### src/rtl/fetch_sequencer.sv
// rtl/fetch_sequencer.sv - instruction fetch control FSM with pause/continue stepping
module fetch_sequencer #(
  parameter int unsigned MEM_WAIT = 3
) (
  input  logic        clk,
  input  logic        reset,
  input  logic        run_i,
  input  logic        continue_i,
  output logic        ld_mar,
  output logic        ld_mdr,
  output logic        ld_ir,
  output logic        ld_pc,
  output logic        gate_pc,
  output logic        gate_mdr,
  output logic [1:0]  pcmux,
  output logic        mem_mem_ena,
  output logic        mem_wr_ena,
  output logic [2:0]  state_o,
  output logic [15:0] fetch_count
);

  typedef enum logic [2:0] {
    HALTED     = 3'd0,
    FETCH_ADDR = 3'd1,
    MEM_READ   = 3'd2,
    LOAD_IR    = 3'd3,
    PAUSE_WAIT = 3'd4,
    PAUSE_REL  = 3'd5
  } state_t;

  localparam logic [3:0] WAIT_LAST = 4'(MEM_WAIT - 1);

  state_t     state;
  state_t     state_nxt;
  logic [3:0] wait_cnt;
  logic [3:0] wait_nxt;

  always_ff @(posedge clk or negedge reset) begin
    if (!reset) begin
      state       <= HALTED;
      wait_cnt    <= 4'd0;
      fetch_count <= 16'h0000;
    end else begin
      state    <= state_nxt;
      wait_cnt <= wait_nxt;
      // Every LOAD_IR cycle is followed by PAUSE_WAIT, so this counts completed fetches.
      if (state == LOAD_IR) begin
        fetch_count <= fetch_count + 16'd1;
      end
    end
  end

  always_comb begin
    state_nxt   = state;
    wait_nxt    = wait_cnt;
    ld_mar      = 1'b0;
    ld_mdr      = 1'b0;
    ld_ir       = 1'b0;
    ld_pc       = 1'b0;
    gate_pc     = 1'b0;
    gate_mdr    = 1'b0;
    mem_mem_ena = 1'b0;
    case (state)
      HALTED: begin
        if (run_i) state_nxt = FETCH_ADDR;
      end
      FETCH_ADDR: begin
        gate_pc   = 1'b1;
        ld_mar    = 1'b1;
        ld_pc     = 1'b1;
        wait_nxt  = 4'd0;
        state_nxt = MEM_READ;
      end
      MEM_READ: begin
        mem_mem_ena = 1'b1;
        ld_mdr      = 1'b1;
        wait_nxt    = wait_cnt + 4'd1;
        if (wait_cnt == WAIT_LAST) state_nxt = LOAD_IR;
      end
      LOAD_IR: begin
        gate_mdr  = 1'b1;
        ld_ir     = 1'b1;
        state_nxt = PAUSE_WAIT;
      end
      PAUSE_WAIT: begin
        if (continue_i) state_nxt = PAUSE_REL;
      end
      PAUSE_REL: begin
        // Wait for release so a held continue produces a single fetch.
        if (!continue_i) state_nxt = FETCH_ADDR;
      end
      default: state_nxt = HALTED;
    endcase
  end

  assign pcmux      = 2'b00;
  assign mem_wr_ena = 1'b0;
  assign state_o    = state;

endmodule

### config.mk
export PLATFORM = sky130hd
export DESIGN_NAME = fetch_sequencer
export DESIGN_NICKNAME = d
export VERILOG_FILES = /design/src/rtl/fetch_sequencer.sv
export SDC_FILE = /design/constraint.sdc
export NUM_CORES = 1
export LEC_CHECK = 0
export BUFFER_PORTS_ARGS = -buffer_cell sky130_fd_sc_hd__buf_2
export CAP_MARGIN = 20
export CORE_MARGIN = 3
export CORE_UTILIZATION = 41
export CTS_BUF_LIST = sky130_fd_sc_hd__clkbuf_4 sky130_fd_sc_hd__clkbuf_8 sky130_fd_sc_hd__clkbuf_16
export DETAILED_ROUTE_END_ITERATION = 7
export PLACE_DENSITY = 0.69
export SYNTH_ARGS = -nofsm -noshare
export SYNTH_HDL_FRONTEND = slang
export SYNTH_SLANG_ARGS = --single-unit
### constraint.sdc
create_clock -name clk -period 1.46 [get_ports clk]
set_input_delay 0.073 -clock clk [delete_from_list [all_inputs] [get_ports clk]]
set_output_delay 0.073 -clock clk [all_outputs]
set_load 0.05 [all_outputs]
==> metrics.md, run 1 <==
| Metric | Value |
|---|---|
| CP Class | `flip-flop to output port` |
| Nets | `between 150 and 200` |
| Slowest Stage Delay on Critical Path | `between 0.4 and 0.5 ns` |
| DR vias | `875` |
| Initial core utilization | `roughly 44%` |
| Synth area leaders | `dfrtp_1, xnor2_1, nand2_1` |
| TritonCTS clock tree | `yes` |
| CP Max Fanout | `5` |
| Crit path setup slack, layout | `-0.0279 ns` |
| Post-layout instance count excluding filler cells | `between 150 and 200` |
| CP arrival | `about 1.4 ns` |
| 1st-iter DRT viols | `13` |
| Unique cell type count in the Yosys netlist | `27` |
| Area fraction of the dominant cell type after synthesis | `around 50%` |
| Placed cell count | `163` |
| CP top delay family | `flip-flops` |
| Synth warn | `0` |
| P_leak | `0.805 nW` |
| Placer Congestion | `approximately 0.76` |
| Skew final | `approximately 0.0062 ns` |
| Synthesized area per cell | `10.6 um2` |
| Most frequent cells after synthesis | `dfrtp_1, nand2_1, xnor2_1` |
| Relative slew margins | `roughly 67%` |
| Most frequent cell after synthesis | `dfrtp_1` |
| Port buffer count | `29` |
| Initial antenna violation count | `0` |
| Failing checks | `setup timing` |
| I/O Pins | `33` |
| Area Overhead vs Synth | `35.2%` |
| Longest Clk Path Bufs | `2` |
| Number of global-route vias before repair | `882` |
| Crit start category | `flip-flop` |
| Die Height | `between 50 and 60 um` |
| Slew Limit Fails | `0` |
| Status | `complete, but fails checks` |
| Max cap viols | `0` |
| Routed vias/inst | `4.92` |
| Routed length per instance | `around 12 um` |
| Total die area | `roughly 3500 um2` |
| CTS sink count | `23` |
| Fin crit share | `102%` |
| Worst-margin pin slew | `~0.5 ns` |
| Fill cells | `approximately 230` |
| Slowest CP cell | `dfrtp_2` |
| Cell Area, Synth | `~1100 um2` |
| Total Power | `around 0.0028 W` |
| Drt drc | `0` |
| Crit-path cells | `or3b_4, clkinv_8, buf_12` |
| Worst hold path class | `input port to flip-flop` |
| Largest net degree at the start of global routing | `24` |
| Endpoints failing setup | `2` |
| GR Util All Layers | `approximately 15%` |
| Unrepaired setup endpoints after global routing | `yes` |
| Worst-path clk slew | `around 0.13 ns` |
| Std cell rows | `18` |
| Storage cell area | `~590 um2` |
| Synthesis-stage register bit count | `23` |
| Worst EP required | `1.39 ns` |
| Clock latency on the worst-skew pair | `slightly above 0.3 ns` |
| Multi-input logic area | `520 um2` |
| Final HPWL DP | `approximately 1600 um` |
| Largest area contributor in the netlist | `dfrtp_1` |
| Async set-reset flop share out of synthesis | `100%` |
| Worst IR Drop VDD | `1.16 mV` |
| DRT Pass-1 Iters | `5` |
| Share of cells above drive strength 1 | `50.0%` |
| Number of synthesized flops with an enable pin | `0` |
| Sequential-to-total area share from yosys stat | `roughly 50%` |
| Ant diodes | `0` |
| Crit path buffers/inverters | `2` |
| Max Freq | `a little under 700 MHz` |
| Final Hold Fails | `0` |
| H-tree levels | `1` |
| First-pass GRT wire length | `around 3900 um` |
| CTS Root Cell | `clkbuf_4` |
| Main flop type after synthesis | `dfrtp_1` |
| Total core area | `approximately 2600 um2` |
| Post-route ant nets | `0` |
| Fin crit period | `1.49 ns` |
| Power per Cell Area | `~1800 nW/um2` |
| Element type at the critical path end | `output port` |
| Die Wd | `58.8 um` |
| Post-Route WL | `~2200 um` |
| Total gr overflow | `0` |
| Cells after Synth | `about 110` |
| Num CTS Buffers | `3` |
-- where the power goes --
part / internal (W) / total, W / switching (W)
registers: 0.000776 / 0.000935 / 0.000159
logic: 0.000600 / 0.00160 / 0.000999
clock network: 0.000102 / 0.000291 / 0.000189
-- worst paths after layout --
path / slack (ns) / endpoint / startpoint / cells after the start
max in group asynchronous: 0.84 / fetch_count[1]$_DFFE_PN0P_ / reset / 2
worst max register to register: 0.05 / wait_cnt[3]$_DFFE_PN0P_ / state_o[2]$_DFFE_PN0P_ / 6
worst max-delay path: -0.03 / ld_mdr / state_o[2]$_DFFE_PN0P_ / 3
min in group asynchronous: 0.24 / fetch_count[4]$_DFFE_PN0P_ / reset / 2
worst min register to register: 0.48 / fetch_count[15]$_DFFE_PN0P_ / fetch_count[15]$_DFFE_PN0P_ / 1
worst min-delay path: 0.08 / state_o[2]$_DFFE_PN0P_ / continue_i / 5
-- stage by stage --
stage	TNS (ns)	area, um2	setup WS, ns	hold WS [ns]	utilization (%)
finish	-0.0552	1540	-0.0279	0.0823	60.1
global route	-0.484	1540	-0.101	0.0791	60.1
CTS	-0.0813	1500	-0.0408	0.0733	58.4
detailed placement	0	1330	0.0595	0.0740	51.7
global placement	0	1330	0.138	0.0708	51.7
floorplan	-0.116	1190	-0.0535	-0.223	-
-- routing by layer --
metal / global-route usage (%) / share of wire (%)
met3: 2.85 / 5.3
met1: 17.5 / 40
met5: 0 / 0
met4: 4.21 / 0.54
met2: 26.0 / 54
-- repair_timing --
item	CTS	global route
endpoints found under the hold margin	23	0
setup buffers	10	1
pin swaps	1	2
setup endpoints to repair	7	13
resized for setup	16	10
hold buffers	1	0
-- placed cells by master (no fill, tap or decap), types with 2 or more instances in the layout --
cell and instances:
nor2_2 2, nor2_1 4, nand4_1 2, nand2_2 2, o21ai_0 2, xor2_1 3, dfrtp_1 9, clkbuf_4 3
o21ai_1 3, xnor2_1 12, nand3_1 8, ha_1 3, buf_6 5, dfrtp_2 14, and3_1 2, inv_1 5
buf_4 9, nand2_1 13, buf_2 22, nand3_2 2, buf_12 3, conb_1 3
-- kinds of logic (layout without fill, tap and decap cells) --
logic type                 after synthesis  count (layout)  share of synthesized area [%]
and+or+nand+nor                         43              43                           22.7
DFF                                     23              23                           50.4
xor gates and xnor gates                15              15                           11.5
buffers and inverters                   15              53                           7.67
AOI/OAI and AO/OA                        8               8                           4.16
adders and majority gates                3               3                           3.29
other                                    1               3                          0.328
-- worst reg2reg max path, cell delays in order, from the launching register on --
cell	delay (ns)
dfrtp_2	0.45
or3b_4	0.45
clkinv_8	0.08
buf_4	0.12
nand4_4	0.08
nand3_2	0.08
o21ai_2	0.05
-- final cells by class --
cell class / instances / share of cell area [%]
flip-flops and latches: 23 / 38.4
repair buffers: 41 / 20.7
inverters: 8 / 3.00
clock buffers: 3 / 1.46
multi-input cells: 72 / 33.7
well taps: 30 / 2.43
clock inverters: 1 / 0.324
-- registers in the layout (all words and copies together), names as in the netlist --
signal       cells
fetch_count     16
wait_cnt         4
state_o          3
No activity file was read; power rests on OpenSTA's default activity.
==> run 2: changes to the inputs <==
Settings changed: GPL_TIMING_DRIVEN set to 0.
Clock period 1.46 ns to 1.89 ns, I/O delays scaled along.
==> metrics.md, run 2 (synthesis results as in run 1) <==
| Metric | Value |
|---|---|
| Largest register by flop count | `fetch_count` |
| Skew final | `0.00289 ns` |
| Placer Congestion | `approximately 0.8` |
| Worst-path clk slew | `~0.13 ns` |
| Worst IR Drop VDD | `0.965 mV` |
| Clock latency on the worst-skew pair | `0.31 ns` |
| Reg2reg start | `state_o[2]$_DFFE_PN0P_` |
| Slew Limit Fails | `0` |
| Hold Path Sink | `state_o[2]$_DFFE_PN0P_` |
| Longest Clk Path Bufs | `2` |
| Port buffer count | `29` |
| Switching portion of total power | `approximately half` |
| Max cap viols | `0` |
| WHS Path Cells | `5` |
| Max Freq | `approximately 560 MHz` |
| Met2 Use GR | `18.9%` |
| P_int | `0.000911 W` |
| Die Height | `~59 um` |
| Final Core Density | `a little over half` |
| GR Util All Layers | `~13%` |
| Share of cells above drive strength 1 | `34.7%` |
| Post-CTS Resized | `0` |
| Fill cells | `around 260` |
| Final Hold Fails | `0` |
| Post-CTS Setup Inserts | `0` |
| Commonest non-fill, non-tap cell in the layout | `buf_2` |
| CP Class | `flip-flop to output port` |
| Largest net degree at the start of global routing | `24` |
| Final Hold Slack | `0.107 ns` |
| Ant diodes | `0` |
| Comb pwr share | `roughly 48%` |
| Die Wd | `between 50 and 60 um` |
| Number of global-route vias before repair | `~720` |
| Worst-margin pin slew | `between 0.5 and 0.6 ns` |
| Element type at the critical path end | `output port` |
| Unrepaired setup endpoints after global routing | `no` |
| Clock share of power | `between 10% and 20%` |
| Total gr overflow | `0` |
| CP arrival | `1.68 ns` |
| Status | `finished, final reports clean` |
| Final HPWL DP | `1560 um` |
| H-tree levels | `1` |
| Worst EP required | `around 1.8 ns` |
| Fin crit share | `approximately 94%` |
| Gr busiest metal | `met2` |
| Met3 usage | `roughly 2.2%` |
| DR vias | `825` |
| Worst r2r dst | `fetch_count[10]$_DFFE_PN0P_` |
| Initial core utilization | `between 40% and 50%` |
| P_sw | `about 0.00095 W` |
| Reg2Reg Depth | `4` |
| First-pass GRT wire length | `roughly 3300 um` |
| 1st-iter DRT viols | `9` |
| Initial antenna violation count | `0` |
| GR met1 Demand/Resource | `17.8%` |
| Fin crit period | `roughly 1.8 ns` |
| I/O Pins | `33` |
| Area Overhead vs Synth | `19.9%` |
| TritonCTS clock tree | `yes` |
| R2R setup slack | `0.43 ns` |
| Endpoints failing setup | `0` |
| CTS Root Cell | `clkbuf_4` |
| DRT Pass-1 Iters | `4` |
| TNS Setup | `0 ns` |
| P_leak | `approximately 0.75 nW` |
| Num CTS Buffers | `3` |
| Total core area | `about 2600 um2` |
| Routed length per instance | `11.5 um` |
| Number of flip-flops in the largest register | `16` |
| Relative slew margins | `between 60% and 70%` |
| Worst Hold Launch | `continue_i` |
| Most frequent cells in the layout | `buf_2, dfrtp_1, nand2_1, xnor2_1, nand3_1` |
| Power per Cell Area | `approximately 1400 nW/um2` |
| Routed vias/inst | `about 4.7` |
| Reg power frac | `between 30 and 40%` |
| Total die area | `3460 um2` |
| CTS sink count | `23` |
| Cts hold-fix bufs | `1` |
| Std cell rows | `18` |
| Nets | `about 150` |
| Drt drc | `0` |
| CP Max Fanout | `7` |
| Crit start category | `flip-flop` |
| Post-route ant nets | `0` |
| Worst hold path class | `input port to flip-flop` |
| Post-Route WL | `2000 um` |
==> run 2: power by group through the flow <==
| stage | Combinational, W | Clock (W) | Sequential [W] |
|---|---|---|---|
| after floorplan | 0.000510 | 0 | 0.000939 |
| after global placement | 0.000894 | 0 | 0.000733 |
| after detailed placement | 0.000909 | 0 | 0.000744 |
| after CTS | 0.000912 | 0.000243 | 0.000735 |
| after global routing | 0.000966 | 0.000260 | 0.000756 |
| final | 0.000898 | 0.000233 | 0.000732 |
==> run 2: cell type report <==
| class | count | area (um2) | area share (%) |
|---|---|---|---|
| Sequential cell | 23 | 576 | 42.0 |
| Multi-Input combinational cell | 72 | 487 | 35.5 |
| Timing Repair Buffer | 30 | 155 | 11.3 |
| Buffer | 7 | 52.6 | 3.84 |
| Tap cell | 30 | 37.5 | 2.74 |
| Inverter | 8 | 35.0 | 2.56 |
| Clock buffer | 3 | 22.5 | 1.64 |
| Clock inverter | 1 | 5.00 | 0.365 |
==> run 2: routing by layer <==
layer	share of wire (%)	wire length (um)
met1	48	949
met2	45	908
met3	5.7	114
met4	1.3	25
met5	0	0
==> run 2: worst max-delay path by stage <==
stage	startpoint	end	slack, ns
floorplan	state_o[2]$_DFFE_PN0P_	fetch_count[2]$_DFFE_PN0P_	0.12
global placement	state_o[2]$_DFFE_PN0P_	fetch_count[10]$_DFFE_PN0P_	0.43
detailed placement	state_o[2]$_DFFE_PN0P_	fetch_count[10]$_DFFE_PN0P_	0.41
CTS	state_o[1]$_DFFE_PN0P_	mem_mem_ena	0.1
global route	state_o[1]$_DFFE_PN0P_	mem_mem_ena	0.04
finish	state_o[1]$_DFFE_PN0P_	mem_mem_ena	0.11
==> run 2: critical path, stage by stage (launching register included) <==
cell and delay [ns]:
dfrtp_1 0.49, or3b_4 0.45, clkinv_4 0.09, buf_4 0.09
buf_2 0.24
==> run 2: stage by stage <==
stage / std cells / setup slack, ns / instance area [um2] / power [W]
final: 174 / 0.114 / 1370 / 0.00186
after global routing: 174 / 0.0412 / 1370 / 0.00198
after CTS: 174 / 0.0964 / 1370 / 0.00189
after detailed placement: 169 / 0.411 / 1330 / 0.00165
after global placement: 169 / 0.435 / 1330 / 0.00163
after floorplan: 110 / 0.122 / 1150 / 0.00145
==> run 3: changes to the inputs <==
Settings changed: BUFFER_PORTS_ARGS -buffer_cell sky130_fd_sc_hd__buf_2 to not set, DONT_BUFFER_PORTS set to 1, PLACE_DENSITY 0.69 to 0.58.
==> metrics.md, run 3 (synthesis results as in run 1) <==
| Metric | Value |
|---|---|
| Power per Cell Area | `~1400 nW/um2` |
| Slowest CP cell | `dfrtp_4` |
| Final Core Density | `around half` |
| Largest net degree at the start of global routing | `24` |
| Post-route ant nets | `0` |
| 1st-iter DRT viols | `7` |
| Worst EP required | `around 1.8 ns` |
| CTS sink count | `23` |
| CP arrival | `~1.8 ns` |
| Skew final | `about 0.004 ns` |
| Worst-path clk slew | `between 0.1 and 0.15 ns` |
| CTS Root Cell | `clkbuf_4` |
| Total gr overflow | `0` |
| Nets | `between 100 and 150` |
| Crit start category | `flip-flop` |
| TNS Setup | `-0.0152 ns` |
| Most frequent cells in the layout | `nand2_1, dfrtp_1, xnor2_1, nand3_1` |
| Area Overhead vs Synth | `12.8%` |
| Final Hold Fails | `0` |
| Failing checks | `setup timing` |
| Reg2Reg Depth | `4` |
| DRT Pass-1 Iters | `4` |
| Max cap viols | `0` |
| Routed length per instance | `approximately 14 um` |
| Initial core utilization | `44.5%` |
| Worst hold path class | `input port to flip-flop` |
| Fin crit period | `1.91 ns` |
| Total die area | `roughly 3500 um2` |
| Slowest Stage Delay on Critical Path | `about 0.60 ns` |
| Fill cells | `240` |
| First-pass GRT wire length | `around 3400 um` |
| WHS Path Cells | `3` |
| TritonCTS clock tree | `yes` |
| Status | `complete, but fails checks` |
| H-tree levels | `1` |
| Longest Clk Path Bufs | `2` |
| Largest register by flop count | `fetch_count` |
| DR vias | `roughly 760` |
| Fin crit share | `101%` |
| Std cell rows | `18` |
| Die Height | `approximately 59 um` |
| CP Class | `flip-flop to output port` |
| GR Util All Layers | `12.6%` |
| Number of global-route vias before repair | `~770` |
| Element type at the critical path end | `output port` |
| Max Freq | `525 MHz` |
| Final HPWL DP | `between 1500 and 2000 um` |
| Placer Congestion | `~0.73` |
| Number of flip-flops in the largest register | `16` |
| Unrepaired setup endpoints after global routing | `yes` |
| Share of cells above drive strength 1 | `27.4%` |
| Num CTS Buffers | `3` |
| Post-CTS Setup Inserts | `0` |
| Worst IR Drop VDD | `between 0.9 and 1 mV` |
| P_leak | `~0.6 nW` |
| Post-Route WL | `2010 um` |
| Worst-margin pin slew | `0.606 ns` |
| CP Max Fanout | `8` |
| Ant diodes | `0` |
| Die Wd | `around 60 um` |
| Routed vias/inst | `between 5 and 6` |
| Total Power | `approximately 0.0018 W` |
| Endpoints failing setup | `1` |
| Initial antenna violation count | `0` |
| Crit-path cells | `nand3b_2, clkinvlp_4, buf_4` |
| Relative slew margins | `59.6%` |
| Clock latency on the worst-skew pair | `0.30 ns` |
| Drt drc | `0` |
| Total core area | `between 2000 and 3000 um2` |
| Post-place setup slack | `-0.0318 ns` |
| Port buffer count | `0` |
| I/O Pins | `33` |
| Slew Limit Fails | `0` |
| Crit path setup slack, layout | `-0.0152 ns` |
## run 3: cell count changes in the layout (fill, tap and decap cells not counted), moves of 2 or more
cell	change
buf_2	-29
dfrtp_1	-8
dfrtp_2	+6
clkinvlp_4	+2
dfrtp_4	+2
inv_1	-2
## run 3: layout make-up
cell class	instances	area [um2]	area share, %
multi-input cells	72	487	37.8
well taps	30	37.5	2.91
inverters	8	42.5	3.30
plain buffers	7	56.3	4.37
repair buffers	3	47.5	3.69
flip-flops and latches	23	591	45.8
clock inverters	1	5.00	0.388
clock buffers	3	22.5	1.75
## run 3: path summary, 6_finish.rpt
path | start | endpoint | slack (ns)
worst max-delay path | state_o[2]$_DFFE_PN0P_ | ld_ir | -0.02
worst min-delay path | run_i | state_o[0]$_DFFE_PN0P_ | 0.02
worst max register to register | fetch_count[2]$_DFFE_PN0P_ | fetch_count[9]$_DFFE_PN0P_ | 0.17
worst min register to register | wait_cnt[3]$_DFFE_PN0P_ | wait_cnt[3]$_DFFE_PN0P_ | 0.51
max in group asynchronous | reset | state_o[1]$_DFFE_PN0P_ | 1.44
min in group asynchronous | reset | fetch_count[15]$_DFFE_PN0P_ | 0.06
## run 3: layer usage
metal | track usage (%) | vias to the layer above | share of wire, %
met4 | 3.24 | 0 | 1.4
met1 | 14.0 | 360 | 43
met3 | 5.92 | 4 | 6.0
li1 | - | 368 | -
met2 | 21.8 | 23 | 50
met5 | 0 | - | 0
## run 3: where the power goes
group / switching [W] / leakage [nW] / internal [W]
clock network: 0.000141 / 0.0177 / 0.0000789
registers: 0.000385 / 0.299 / 0.000600
logic: 0.000407 / 0.272 / 0.000186
total: 0.000933 / 0.589 / 0.000864
## run 3: per-stage QoR
| stage | hold WS, ns | instance area [um2] | std cells |
|---|---|---|---|
| 2_1_floorplan | -0.201 | 1150 | 110 |
| 3_3_place_gp | -0.201 | 1190 | 140 |
| 3_5_place_dp | -0.201 | 1190 | 140 |
| 4_1_cts | 0.0143 | 1250 | 146 |
| 5_1_grt | 0.0388 | 1290 | 147 |
| 6_report | 0.0191 | 1290 | 147 |
## run 3: repair_timing
item,CTS,global route
endpoints found under the setup margin,7,10
resized for setup,5,8
hold buffers,2,0
endpoints found under the hold margin,24,0
## run 3: worst max-delay path, delay by kind of cell, from the launching register on
kind	cells	cell delay (ns)
buffers and inverters	2	0.55
DFF	1	0.60
and+or+nand+nor	1	0.35
